<file path="config.mk">
export PLATFORM = sky130hd
export DESIGN_NAME = dds_tune_ctrl
export DESIGN_NICKNAME = d
export VERILOG_FILES = /design/src/rtl/dds_pkg.sv /design/src/rtl/dds_serial_load.sv /design/src/rtl/dds_tune_ctrl.sv
export SDC_FILE = /design/constraint.sdc
export NUM_CORES = 1
export LEC_CHECK = 0
export CAP_MARGIN = 10
export CELL_PAD_IN_SITES_DETAIL_PLACEMENT = 1
export CELL_PAD_IN_SITES_GLOBAL_PLACEMENT = 1
export CORE_ASPECT_RATIO = 0.75
export CORE_MARGIN = 4
export CORE_UTILIZATION = 50
export CTS_CLUSTER_DIAMETER = 40
export DETAILED_ROUTE_END_ITERATION = 6
export GPL_ROUTABILITY_DRIVEN = 1
export PLACE_DENSITY = 0.84
export SLEW_MARGIN = 15
export SYNTH_ARGS = -nofsm -noshare
export SYNTH_HDL_FRONTEND = slang
export SYNTH_SLANG_ARGS = --single-unit
</file>
<file path="constraint.sdc">
create_clock -name clk_i -period 13.8 [get_ports clk_i]
set_input_delay 2.76 -clock clk_i [delete_from_list [all_inputs] [get_ports clk_i]]
set_output_delay 2.76 -clock clk_i [all_outputs]
set_load 0.005 [all_outputs]
</file>
<file path="src/rtl/dds_pkg.sv">
// dds_pkg: shared constants, step table and serial-loader state encoding
package dds_pkg;
    localparam int FRAME_LEN = 40;
    localparam logic [7:0] CTRL_BYTE = 8'h00;
    typedef enum logic [2:0] {S_IDLE, S_LOAD, S_BIT_LO, S_BIT_HI, S_FQUD} state_t;
    function automatic logic [31:0] step_of(input logic [1:0] sel);
        return sel == 2'd0 ? 32'd1 : sel == 2'd1 ? 32'd34 : sel == 2'd2 ? 32'd344 : 32'd3436;
    endfunction
endpackage

</file>
<file path="src/rtl/dds_serial_load.sv">
// dds_serial_load: shifts a 40-bit AD9850 frame out on W_CLK/FQ_UD/DATA
module dds_serial_load
    import dds_pkg::*;
#(
    parameter int CLK_DIV = 2
) (
    input  logic        clk_i,
    input  logic        rst_n_i,
    input  logic        start_i,
    input  logic [31:0] word_i,
    output logic        load_o,
    output logic        busy_o,
    output logic        dds_wclk_o,
    output logic        dds_fqud_o,
    output logic        dds_data_o
);
    localparam int CW = CLK_DIV > 1 ? $clog2(CLK_DIV) : 1;
    state_t                 state_q, state_d;
    logic [CW-1:0]          div_q, div_d;
    logic [5:0]             bit_q, bit_d;
    logic [FRAME_LEN-1:0]   shift_q, shift_d;
    logic                   data_q, data_d;
    logic                   busy_q, wclk_q, fqud_q;
    logic                   div_end;
    assign div_end    = div_q == CW'(CLK_DIV - 1);
    assign load_o     = state_q == S_LOAD;
    assign busy_o     = busy_q;
    assign dds_wclk_o = wclk_q;
    assign dds_fqud_o = fqud_q;
    assign dds_data_o = data_q;
    // next state: each phase lasts CLK_DIV cycles; data advances at the end of W_CLK high
    always_comb begin
        state_d = state_q;
        div_d   = div_q;
        bit_d   = bit_q;
        shift_d = shift_q;
        data_d  = data_q;
        case (state_q)
            S_IDLE: state_d = start_i ? S_LOAD : S_IDLE;
            S_LOAD: begin
                shift_d = {CTRL_BYTE, word_i};
                bit_d   = '0;
                div_d   = '0;
                data_d  = word_i[0];
                state_d = S_BIT_LO;
            end
            S_BIT_LO: begin
                div_d   = div_end ? '0 : div_q + 1'b1;
                state_d = div_end ? S_BIT_HI : S_BIT_LO;
            end
            S_BIT_HI: begin
                div_d = div_end ? '0 : div_q + 1'b1;
                if (div_end) begin
                    shift_d = shift_q >> 1;
                    data_d  = shift_q[1];
                    bit_d   = bit_q + 6'd1;
                    state_d = bit_q == 6'(FRAME_LEN - 1) ? S_FQUD : S_BIT_LO;
                end
            end
            S_FQUD: begin
                div_d   = div_end ? '0 : div_q + 1'b1;
                state_d = div_end ? S_IDLE : S_FQUD;
            end
            default: state_d = S_IDLE;
        endcase
    end
    // state and registered pin outputs decoded from the next state
    always_ff @(posedge clk_i or negedge rst_n_i) begin
        if (!rst_n_i) begin
            state_q <= S_IDLE;
            div_q   <= '0;
            bit_q   <= '0;
            shift_q <= '0;
            data_q  <= 1'b0;
            busy_q  <= 1'b0;
            wclk_q  <= 1'b0;
            fqud_q  <= 1'b0;
        end else begin
            state_q <= state_d;
            div_q   <= div_d;
            bit_q   <= bit_d;
            shift_q <= shift_d;
            data_q  <= data_d;
            busy_q  <= state_d != S_IDLE;
            wclk_q  <= state_d == S_BIT_HI;
            fqud_q  <= state_d == S_FQUD;
        end
    end
endmodule

</file>
<file path="src/rtl/dds_tune_ctrl.sv">
// dds_tune_ctrl: saturating tuning word with step select, reloaded into the DDS on change
module dds_tune_ctrl
    import dds_pkg::*;
#(
    parameter logic [31:0] FREQ_MIN   = 32'h0010_0000,
    parameter logic [31:0] FREQ_MAX   = 32'h6666_6666,
    parameter logic [31:0] FREQ_RESET = 32'h0B85_1EB8,
    parameter int          CLK_DIV    = 2
) (
    input  logic        clk_i,
    input  logic        rst_n_i,
    input  logic        up_i,
    input  logic        down_i,
    input  logic        step_btn_i,
    output logic [31:0] freq_o,
    output logic [1:0]  step_sel_o,
    output logic        busy_o,
    output logic        dds_wclk_o,
    output logic        dds_fqud_o,
    output logic        dds_data_o
);
    logic [31:0] freq_q, freq_d, step, up_val, dn_val;
    logic [32:0] up_sum, dn_lim;
    logic [1:0]  step_q, step_d;
    logic        btn_q, pending_q, pending_d, load;
    assign freq_o     = freq_q;
    assign step_sel_o = step_q;
    // saturating step arithmetic in 33 bits; a fresh change outranks the load's clear of pending
    always_comb begin
        step      = step_of(step_q);
        up_sum    = {1'b0, freq_q} + {1'b0, step};
        dn_lim    = {1'b0, FREQ_MIN} + {1'b0, step};
        up_val    = up_sum > {1'b0, FREQ_MAX} ? FREQ_MAX : up_sum[31:0];
        dn_val    = {1'b0, freq_q} < dn_lim ? FREQ_MIN : freq_q - step;
        freq_d    = (up_i && !down_i) ? up_val : (down_i && !up_i) ? dn_val : freq_q;
        step_d    = (step_btn_i && !btn_q) ? step_q + 2'd1 : step_q;
        pending_d = (freq_d != freq_q) || (pending_q && !load);
    end
    // tuning state; pending starts set so the reset word is loaded automatically
    always_ff @(posedge clk_i or negedge rst_n_i) begin
        if (!rst_n_i) begin
            freq_q    <= FREQ_RESET;
            step_q    <= 2'd0;
            btn_q     <= 1'b0;
            pending_q <= 1'b1;
        end else begin
            freq_q    <= freq_d;
            step_q    <= step_d;
            btn_q     <= step_btn_i;
            pending_q <= pending_d;
        end
    end
    dds_serial_load #(.CLK_DIV(CLK_DIV)) u_load (
        .clk_i      (clk_i),
        .rst_n_i    (rst_n_i),
        .start_i    (pending_q),
        .word_i     (freq_q),
        .load_o     (load),
        .busy_o     (busy_o),
        .dds_wclk_o (dds_wclk_o),
        .dds_fqud_o (dds_fqud_o),
        .dds_data_o (dds_data_o)
    );
endmodule

</file>
* Word-level counts from Yosys, hierarchy flattened
Index checks and enable logic that the tools add are counted.
** Storage, ports and cells
- Bits in registers :: 90
- Latch bits :: 0
- Bits in writable memories :: 0
- ROM bits :: 0
- Bits of input ports :: 5
- Output and inout bits :: 38
- Word-level logic and storage cells :: 68
- Memories kept :: 0
** Cells by class
- Add/subtract/negate cells :: 6
- Multipliers :: 0
- Div/mod/pow operators :: 0
- $lt $le $gt $ge :: 2
- Equal/unequal tests :: 11
- Shift operators :: 0
- Mux-type cells :: 21
- Bitwise gates (word level) :: 0
- Reduce and logical (&&, ||, !) cells :: 16
** Operator list (count)
- 32-bit two-way mux :: 4
- 40-bit one-hot mux with 2 select lines :: 1
- 40-bit two-way mux :: 1
- 12-bit two-way mux :: 3
- 32-bit by 12-bit adder with 33-bit output :: 1
- 33-bit by 31-bit > comparator with 1-bit output, second input constant :: 1
- 32-bit by 22-bit less-than comparator with 1-bit output :: 1
- 32-bit inequality test :: 1
- 32-bit by 12-bit subtractor with 32-bit output :: 1
- 21-bit by 12-bit adder with 22-bit output, first input constant :: 1
- 3-bit one-hot mux with 5 select lines :: 1
- 6-bit one-hot mux with 2 select lines :: 1
- 3-bit by 2-bit equality test with 1-bit output, second input constant :: 3
- 3-bit two-way mux :: 3
- 6-bit by 1-bit adder with 6-bit output, second input constant :: 1
- 3-bit equality test, second input constant :: 2
- 6-bit equality test, second input constant :: 1
- 6-bit two-way mux :: 1
- 1-bit logical AND :: 4
- 1-bit zero test :: 4
- 1-bit two-way mux :: 4
- 1-bit one-hot mux with 2 select lines :: 2
- 2-bit nonzero test :: 2
- 3-bit by 1-bit equality test with 1-bit output, second input constant :: 1
- 11 further kinds :: 11

* Depth between registers and ports, before layout
Gate-level depths: netlist of run 1.
- Depth after elaboration :: 11
- Mapped depth :: 20

* Modules after synthesis
A second synthesis of run 1 with hierarchy kept.
** Unflattened totals
- Cell total of the unflattened synthesis :: 960
- Area, all modules :: 7468.4 sq um
** Modules (own cells, without submodules)
- dds_tune_ctrl :: instances 1, cells each 751, area each 5301.3 sq um, seq. area each 919.6 sq um
- dds_serial_load :: instances 1, cells each 209, area each 2167.1 sq um, seq. area each 1126.1 sq um

* Worst setup path before layout of run 1
Ideal clock, no wire load.
- Path type :: input port to flip-flop
- From :: in up_i
- To :: reg pending_q
- Setup time :: 0.092 ns
- Data arrival time :: 5.379 ns
- Slack :: 8.329 ns
- Cell stages on the path :: 14
- Buffers on the path :: 2
- Cell sequence :: clkbuf_1 > nand2b_1 > or3_1 > nor3_1 > a31oi_1 > clkbuf_1 > nor2_1 > a31oi_1 > a2111oi_0 > nand4_1 > nor4_1 > o2111ai_1 > nor3_1 > nand4_1
** Between the ends
- Cells in the longest elaborated chain, start to end :: 6
- Elaborated cells between the ends (all ways) :: 7
- Classes of those cells :: 1 x eq/ne; 2 x mux; 4 x reduce/logical
** RTL lines
- start: declaration :: RTL line dds_tune_ctrl.sv:12 : input logic up_i,
- 1-bit zero test :: RTL line dds_tune_ctrl.sv:35 : freq_d = (up_i && !down_i) ? up_val : (down_i && !up_i) ? dn_val : freq_q;
- 1-bit logical AND :: RTL line dds_tune_ctrl.sv:35
- 32-bit two-way mux :: RTL line dds_tune_ctrl.sv:35
- 32-bit two-way mux (*) :: RTL line dds_tune_ctrl.sv:35
- 32-bit inequality test (*) :: RTL line dds_tune_ctrl.sv:37 : pending_d = (freq_d != freq_q) || (pending_q && !load);
- 1-bit logical OR (*) :: RTL line dds_tune_ctrl.sv:37
- net pending_d :: RTL line dds_tune_ctrl.sv:25 : logic btn_q, pending_q, pending_d, load;
- end signal: assignment :: RTL line dds_tune_ctrl.sv:50 : pending_q <= pending_d;
- end: declaration :: RTL line dds_tune_ctrl.sv:25
The timed path passes the listed nets; every way through them passes the cells marked *.
A chain may end at the register's enable or synchronous reset.

* Worst setup path in the final report of run 1
- From :: in down_i
- To :: reg pending_q
** Between the ends
- Cells in the longest elaborated chain, start to end :: 5
- Elaborated cells between the ends (all ways) :: 7
- Classes of those cells :: 1 x eq/ne; 2 x mux; 4 x reduce/logical
** RTL lines
- start: declaration :: RTL line dds_tune_ctrl.sv:13 : input logic down_i,
- 1-bit logical AND or 1-bit zero test (tied branches) :: RTL line dds_tune_ctrl.sv:35
- 32-bit two-way mux or 1-bit logical AND (tied branches) :: RTL line dds_tune_ctrl.sv:35
- 32-bit two-way mux (*) :: RTL line dds_tune_ctrl.sv:35
- 32-bit inequality test (*) :: RTL line dds_tune_ctrl.sv:37
- 1-bit logical OR (*) :: RTL line dds_tune_ctrl.sv:37
- net pending_d :: RTL line dds_tune_ctrl.sv:25
Marks and branches as above.

==> results of run 1 <==
-- power groups by stage --
stage | sequential (W) | clock, W | combinational [W]
2_1_floorplan | 0.000395 | 0 | 0.000959
3_3_place_gp | 0.000497 | 0 | 0.00129
3_5_place_dp | 0.000504 | 0 | 0.00135
4_1_cts | 0.000502 | 0.000279 | 0.00137
5_1_grt | 0.000518 | 0.000293 | 0.00152
6_report | 0.000513 | 0.000278 | 0.00143
-- worst min-delay path, delay by kind of cell, from the launching register on --
| family | cells | cell delay [ns] |
|---|---|---|
| AO/OA/AOI/OAI | 1 | 0.06 |
| flip-flops | 1 | 0.35 |
| AND/OR/NAND/NOR | 1 | 0.05 |
-- metal layers --
metal,share of wire [%],vias to the layer above
met1,41,4116
met3,11,118
li1,-,3588
met4,3.8,2
met2,44,562
met5,0.033,-
-- cells by family after synthesis --
logic type | after synthesis | synth area share [%]
compound gates | 306 | 28.8
xor+xnor | 34 | 3.93
fa+ha+maj | 27 | 4.65
buf+inv | 93 | 5.11
flops | 81 | 27.0
mux | 41 | 5.44
simple gates | 372 | 25.1
-- Yosys cell counts, drive strengths merged (6+ instances only) --
cell	n	area share, %
nand2	105	5.2
o21ai	85	5.7
nor2	78	4.0
dfrtp	66	22
clkbuf	51	2.5
a21oi	44	2.9
mux2i	39	5.1
nor3	38	2.7
nand3	27	1.8
inv	26	1.3
ha	25	4.1
xnor2	22	2.5
a211oi	20	2.3
nand4	18	1.5
buf	16	1.3
a21o	15	1.5
a31oi	15	1.2
dfstp	15	5.2
or3	14	1.2
nor2b	13	1.1
nor4	13	1.1
o211ai	12	1.2
o31ai	12	1.6
xor2	12	1.4
a221oi	10	1.2
and2	10	0.82
and3	10	0.82
nand2b	10	0.82
and4	9	1.0
o221ai	8	1.0
a2111oi	7	1.1
or2	7	0.58
a22oi	6	0.59
nor3b	6	0.66
o2111ai	6	0.78
o21a	6	0.59
o22ai	6	0.50
o31a	6	0.81
-- stage by stage --
stage	worst slack (ns)	instance area [sq um]
detailed placement	6.74	8070
CTS	7.12	8400
finish	6.95	8430
floorplan	8.33	7580
global route	6.67	8430
global placement	7.03	8070
-- layout make-up --
type                       instances  area (sq um)
tap                              200           250
inverter                          26          97.6
fill                            1812          6210
multi-input combinational        780          5170
timing repair buffer              55           536
antenna                            1          2.50
sequential                        81          2050
clock inverter                     7           106
clock buffer                       9           225
-- state kept, by name, summed over array words and instances (netlist names), 2 cells and up --
register,flops
freq_o,32
u_load.shift_q,32
u_load.bit_q,6
u_load.state_q,3
step_sel_o,2
-- path summary, 6_finish.rpt --
kind | start | end | depth (start not counted)
min reg2reg | u_load.shift_q[21]$_DFFE_PN0P_ | u_load.shift_q[21]$_DFFE_PN0P_ | 2
min in group asynchronous | rst_n_i | u_load.bit_q[4]$_DFFE_PN0P_ | 1
max in group asynchronous | rst_n_i | freq_o[13]$_DFF_PN0_ | 2
min | u_load.shift_q[21]$_DFFE_PN0P_ | u_load.shift_q[21]$_DFFE_PN0P_ | 2
max | down_i | pending_q$_DFF_PN1_ | 14
max reg2reg | step_sel_o[0]$_DFFE_PN0P_ | pending_q$_DFF_PN1_ | 16
==> summary.md, run 1 <==
| Metric | Value |
|---|---|
| Status | finished clean |
| Num CTS Buffers | 9 |
| Grt met1 use | 52.1% |
| Critical-path top delay cell | clkdlybuf4s50_1 |
| Vias in the first global route | 8,486 |
| Sequential share of power | a little under a quarter |
| Final setup viols | 0 |
| CP cell instances | clkdlybuf4s50_1 -> nand2b_1 -> or3_1 -> nor4_1 -> a31oi_1 -> buf_4 -> nor2_1 -> a31oi_1 -> a2111oi_0 -> nand4_1 -> nor4_1 -> o2111ai_1 -> nor3_1 -> nand4_1 |
| Total die area | 17,200 sq um |
| HPWL after detailed placement | 24.6 mm |
| Post-Route WL | 33.5 mm |
| Nets | 985 |
| Synth Cell Area | between 7000 and 8000 sq um |
| Via density | 7.24 |
| Antenna violations before repair | 1 |
| Min-delay worst type | flip-flop to flip-flop |
| Clk pwr share | 12.5% |
| Lkg Pwr | a little over 3 nW |
| Critical Path AT | 7.12 ns |
| Pin count of the biggest net entering global routing | 66 |
| Pwr dens | 263 nW/um^2 |
| Synth Area per Inst | 7.95 sq um |
| Hold_buf cts | 0 |
| Critical Path End Type | flip-flop |
| Logic pwr share | between 60 and 70% |
| Mapped Cells | roughly 950 |
| Ys async rst share | 100% |
| RSZ-0062 raised after global routing | no |
| DIE HEIGHT | 115 um |
| Final hold violation count | 0 |
| Actual slew at the worst max-slew pin | 1.22 ns |
| Fin crit period | 6.85 ns |
| Period utilization | about half |
| Post-Route Utilization | between 50% and 60% |
| H-tree Lvls | 3 |
| GR peak layer | met2 |
| Placed insts | 1,141 |
| Worst endpoint required time | 14.07 ns |
| IO Port Bufs | 42 |
| Top Ports | 43 |
| Max IR drop VDD | 0.224 mV |
| Number of max-cap violations | 0 |
| Layout Skew | about 0.0072 ns |
| First-pass GRT wire length | 51.4 mm |
| WP buf/inv | 2 |
| Placeable Area | 14,600 sq um |
| DR vias | 8,386 |
| Most frequent cells in the layout | nand2_1 (105), nor2_1 (76), o21ai_0 (73) |
| Rows | 38 |
| Post-CTS sizing | 0 |
| Crit path max fanout | 20 |
| Int Pwr | ~0.0010 W |
| EDFF count, synth | 0 |
| Syn nets | 986 |
| Reg-to-reg slack, setup | 7.17 ns |
| Die W | 150 um |
| Sw Share | a little under three fifths |
| Most common cell after layout, fill and taps aside | nand2_1 |
| Post-CTS Setup Bufs | 0 |
| Routed WL per cell | 28.9 um |
| Reg clk slew, reported paths | 0.07 ns |
| GRT met3 Usage | 10.4% |
| P&R area growth vs syn | 11.2% |
| Max Buffers Root-to-Sink | 2 |
| Seq cells post-synth | just over 80 |
| Total design power | ~0.0022 W |
| Proportion of layout cells with a drive suffix above 1 | 8.56% |
| YS warnings | 0 |
| Peak Freq | around 150 MHz |
| CTS tree | done |
| Met2 Use GR | 61.6% |
| Synth unique cells | 90 |
| Fin. max-slew vios | 0 |
| Root buffer cell | clkbuf_16 |
| DRT antenna net count | 0 |
| DRC | 0 |
| Routability cong. | ~1.1 |
| Setup TNS | 0 ns |
| DRT iter0 DRCs | 1,018 |
| Setup crit start kind | input pin |
| Total track usage | 39.2% |
| Synth Flop Type | dfrtp_1 |
| Total gr overflow | 0 |
| Latest clock arrival within the worst-skew pair | 0.36 ns |
| Register area share after synthesis | 27.0% |
| Switching power | approximately 0.0012 W |
| CP Class | input pin to flip-flop |
| Initial core utilization | 51.8% |
| CP max stage delay | between 0.7 and 0.8 ns |
| Clk sinks | 81 |
| Non-Filler Instances | between 1,000 and 1,500 |
| DR pass1 iterations | 5 |
| Top delay family on crit path | simple AND/OR/NAND/NOR gates |
| WHS | 0.486 ns |
| Max-slew headroom | between 10% and 20% |
Note: power is estimated with default switching activity, not from simulation.
==> inputs of run 2 (changes only) <==
CORE_UTILIZATION = 46   (was 50)
PLACE_DENSITY = 0.78   (was 0.84)
clock period = 6.9 ns   (was 13.8 ns; I/O delays follow)
==> summary.md, run 2 (same netlist as run 1, synthesis figures left out) <==
| Metric | Value |
|---|---|
| Reg-to-reg slack, setup | 0.59 ns |
| Post-CTS sizing | 0 |
| Period utilization | roughly nine tenths |
| Fin. max-slew vios | 0 |
| Critical Path End Type | flip-flop |
| DR vias | 8,365 |
| Worst endpoint required time | a little over 7 ns |
| Pwr dens | 522 nW/um^2 |
| Proportion of layout cells with a drive suffix above 1 | 8.74% |
| Total die area | 18,600 sq um |
| Pin count of the biggest net entering global routing | 82 |
| HPWL after detailed placement | 24.9 mm |
| Most common cell after layout, fill and taps aside | nand2_1 |
| Placeable Area | 16,100 sq um |
| Clk sinks | 81 |
| Max Buffers Root-to-Sink | 2 |
| Lkg Pwr | 3.09 nW |
| Nets | 988 |
| Antenna violations before repair | 0 |
| N_diodes | 0 |
| Setup crit start kind | flip-flop |
| Vias in the first global route | roughly 8,400 |
| Final hold violation count | 0 |
| Status | finished clean |
| CTS tree | done |
| Peak Freq | 159 MHz |
| Worst r2r src | step_sel_o[0]$_DFFE_PN0P_ |
| Total track usage | 35.3% |
| Post-Route WL | 33.6 mm |
| DRT antenna net count | 0 |
| Top Ports | 43 |
| Non-Filler Instances | about 1,200 |
| Post-route design area | 8450 sq um |
| Die W | 156 um |
| IO Port Bufs | 42 |
| DIE HEIGHT | 119 um |
| Root buffer cell | clkbuf_16 |
| Fin crit period | approximately 6.3 ns |
| Final setup viols | 0 |
| WHS | 0.487 ns |
| Routability cong. | 1.08 |
| Reg2reg path depth | 18 |
| Pre-CTS setup slack | about 0.84 ns |
| Filler Cell Count | 1,913 |
| Num CTS Buffers | 9 |
| DRT iter0 DRCs | 903 |
| Min-delay worst type | flip-flop to flip-flop |
| DRC | 0 |
| Register area | around 2000 sq um |
| Initial core utilization | 47.1% |
| Crit. Startpoint | step_sel_o[0]$_DFFE_PN0P_ |
| Post-CTS Setup Bufs | 0 |
| First-pass GRT wire length | about 50 mm |
| Area post-placement | 8100 sq um |
| DR pass1 iterations | 5 |
| R2R Path End | pending_q$_DFF_PN1_ |
| Multi-input logic area | 5170 sq um |
| H-tree Lvls | 3 |
| Number of max-cap violations | 0 |
| P&R area growth vs syn | 11.5% |
| Reg clk slew, reported paths | 0.07 ns |
| Rows | 40 |
| Layout Skew | ~0.008 ns |
| Setup TNS | 0 ns |
| Max IR drop VDD | about 0.41 mV |
| Latest clock arrival within the worst-skew pair | around 0.35 ns |
| Hold_buf cts | 0 |
| Critical Path AT | between 6 and 7 ns |
| Setup ws final | 0.591 ns |
| Routed WL per cell | 28.7 um |
| CP Class | flip-flop to flip-flop |
| Total gr overflow | 0 |
| Via density | 7.14 |
| Setup crit end | pending_q$_DFF_PN1_ |
| CP cell instances | inv_1 -> ha_1 -> or2_2 -> inv_1 -> ha_1 -> and4bb_1 -> nor3_2 -> a21oi_1 -> o21ai_1 -> xnor2_1 -> nor4_1 -> o2111ai_1 -> a31oi_2 -> buf_4 -> nor2_1 -> o32ai_1 -> a221oi_1 -> nand4_1 |
| RSZ-0062 raised after global routing | no |
| Critical-path top delay cell | nor3_2 |
| Actual slew at the worst max-slew pin | 1.07 ns |
| Crit path max fanout | 20 |
| Most frequent cells in the layout | nand2_1 (105), nor2_1 (76), o21ai_0 (73) |
| CP max stage delay | slightly below 0.8 ns |
| Max-slew headroom | 28.1% |
| Placed insts | 1,153 |
run 2: critical path: cells and delay by family (launching register included):
kind,cells,cell delay (ns)
AND/OR/NAND/NOR,6,2.23
AO/OA/AOI/OAI,6,2.12
adder cells (fa/ha/maj),2,0.64
buffers and inverters,3,0.63
flip-flops,1,0.44
XOR/XNOR,1,0.15
run 2: per-layer routing:
layer  vias up  share of wire [%]  GRT usage (%)
met1      4187                 43           50.3
met4         2                3.5           12.1
met5         -               0.13           1.68
met2       486                 43           52.0
met3       100                 10           8.72
li1       3590                  -              -
run 2: worst min path at each step:
stage	slack (ns)	start	endpoint	cells after the start
after floorplan	0.45	u_load.shift_q[10]$_DFFE_PN0P_	u_load.shift_q[10]$_DFFE_PN0P_	2
after global placement	0.46	u_load.shift_q[30]$_DFFE_PN0P_	u_load.shift_q[30]$_DFFE_PN0P_	2
after detailed placement	0.48	u_load.shift_q[4]$_DFFE_PN0P_	u_load.shift_q[4]$_DFFE_PN0P_	2
after CTS	0.49	u_load.shift_q[4]$_DFFE_PN0P_	u_load.shift_q[4]$_DFFE_PN0P_	2
after global routing	0.52	u_load.shift_q[12]$_DFFE_PN0P_	u_load.shift_q[12]$_DFFE_PN0P_	2
final	0.49	u_load.shift_q[4]$_DFFE_PN0P_	u_load.shift_q[4]$_DFFE_PN0P_	2
run 2: where the power goes:
group	switching [W]	internal, W	leakage [nW]
clock	0.000214	0.000293	0.142
combinational	0.00185	0.00103	1.97
sequential	0.000362	0.000656	0.973
total	0.00243	0.00198	3.09
run 2: area by class of cell:
class | instances | share of cell area, %
clock inverter | 5 | 0.740
clock buffer | 11 | 2.87
multi-input combinational | 780 | 61.2
tap | 210 | 3.11
inverter | 26 | 1.15
sequential | 81 | 24.2
timing repair buffer | 58 | 6.75
run 2: through the flow:
stage | total power, W | util (%)
floorplan | 0.00271 | -
detailed placement | 0.00376 | 50.3
finish | 0.00441 | 52.5
global placement | 0.00365 | 50.3
global route | 0.00462 | 52.5
CTS | 0.00428 | 52.2
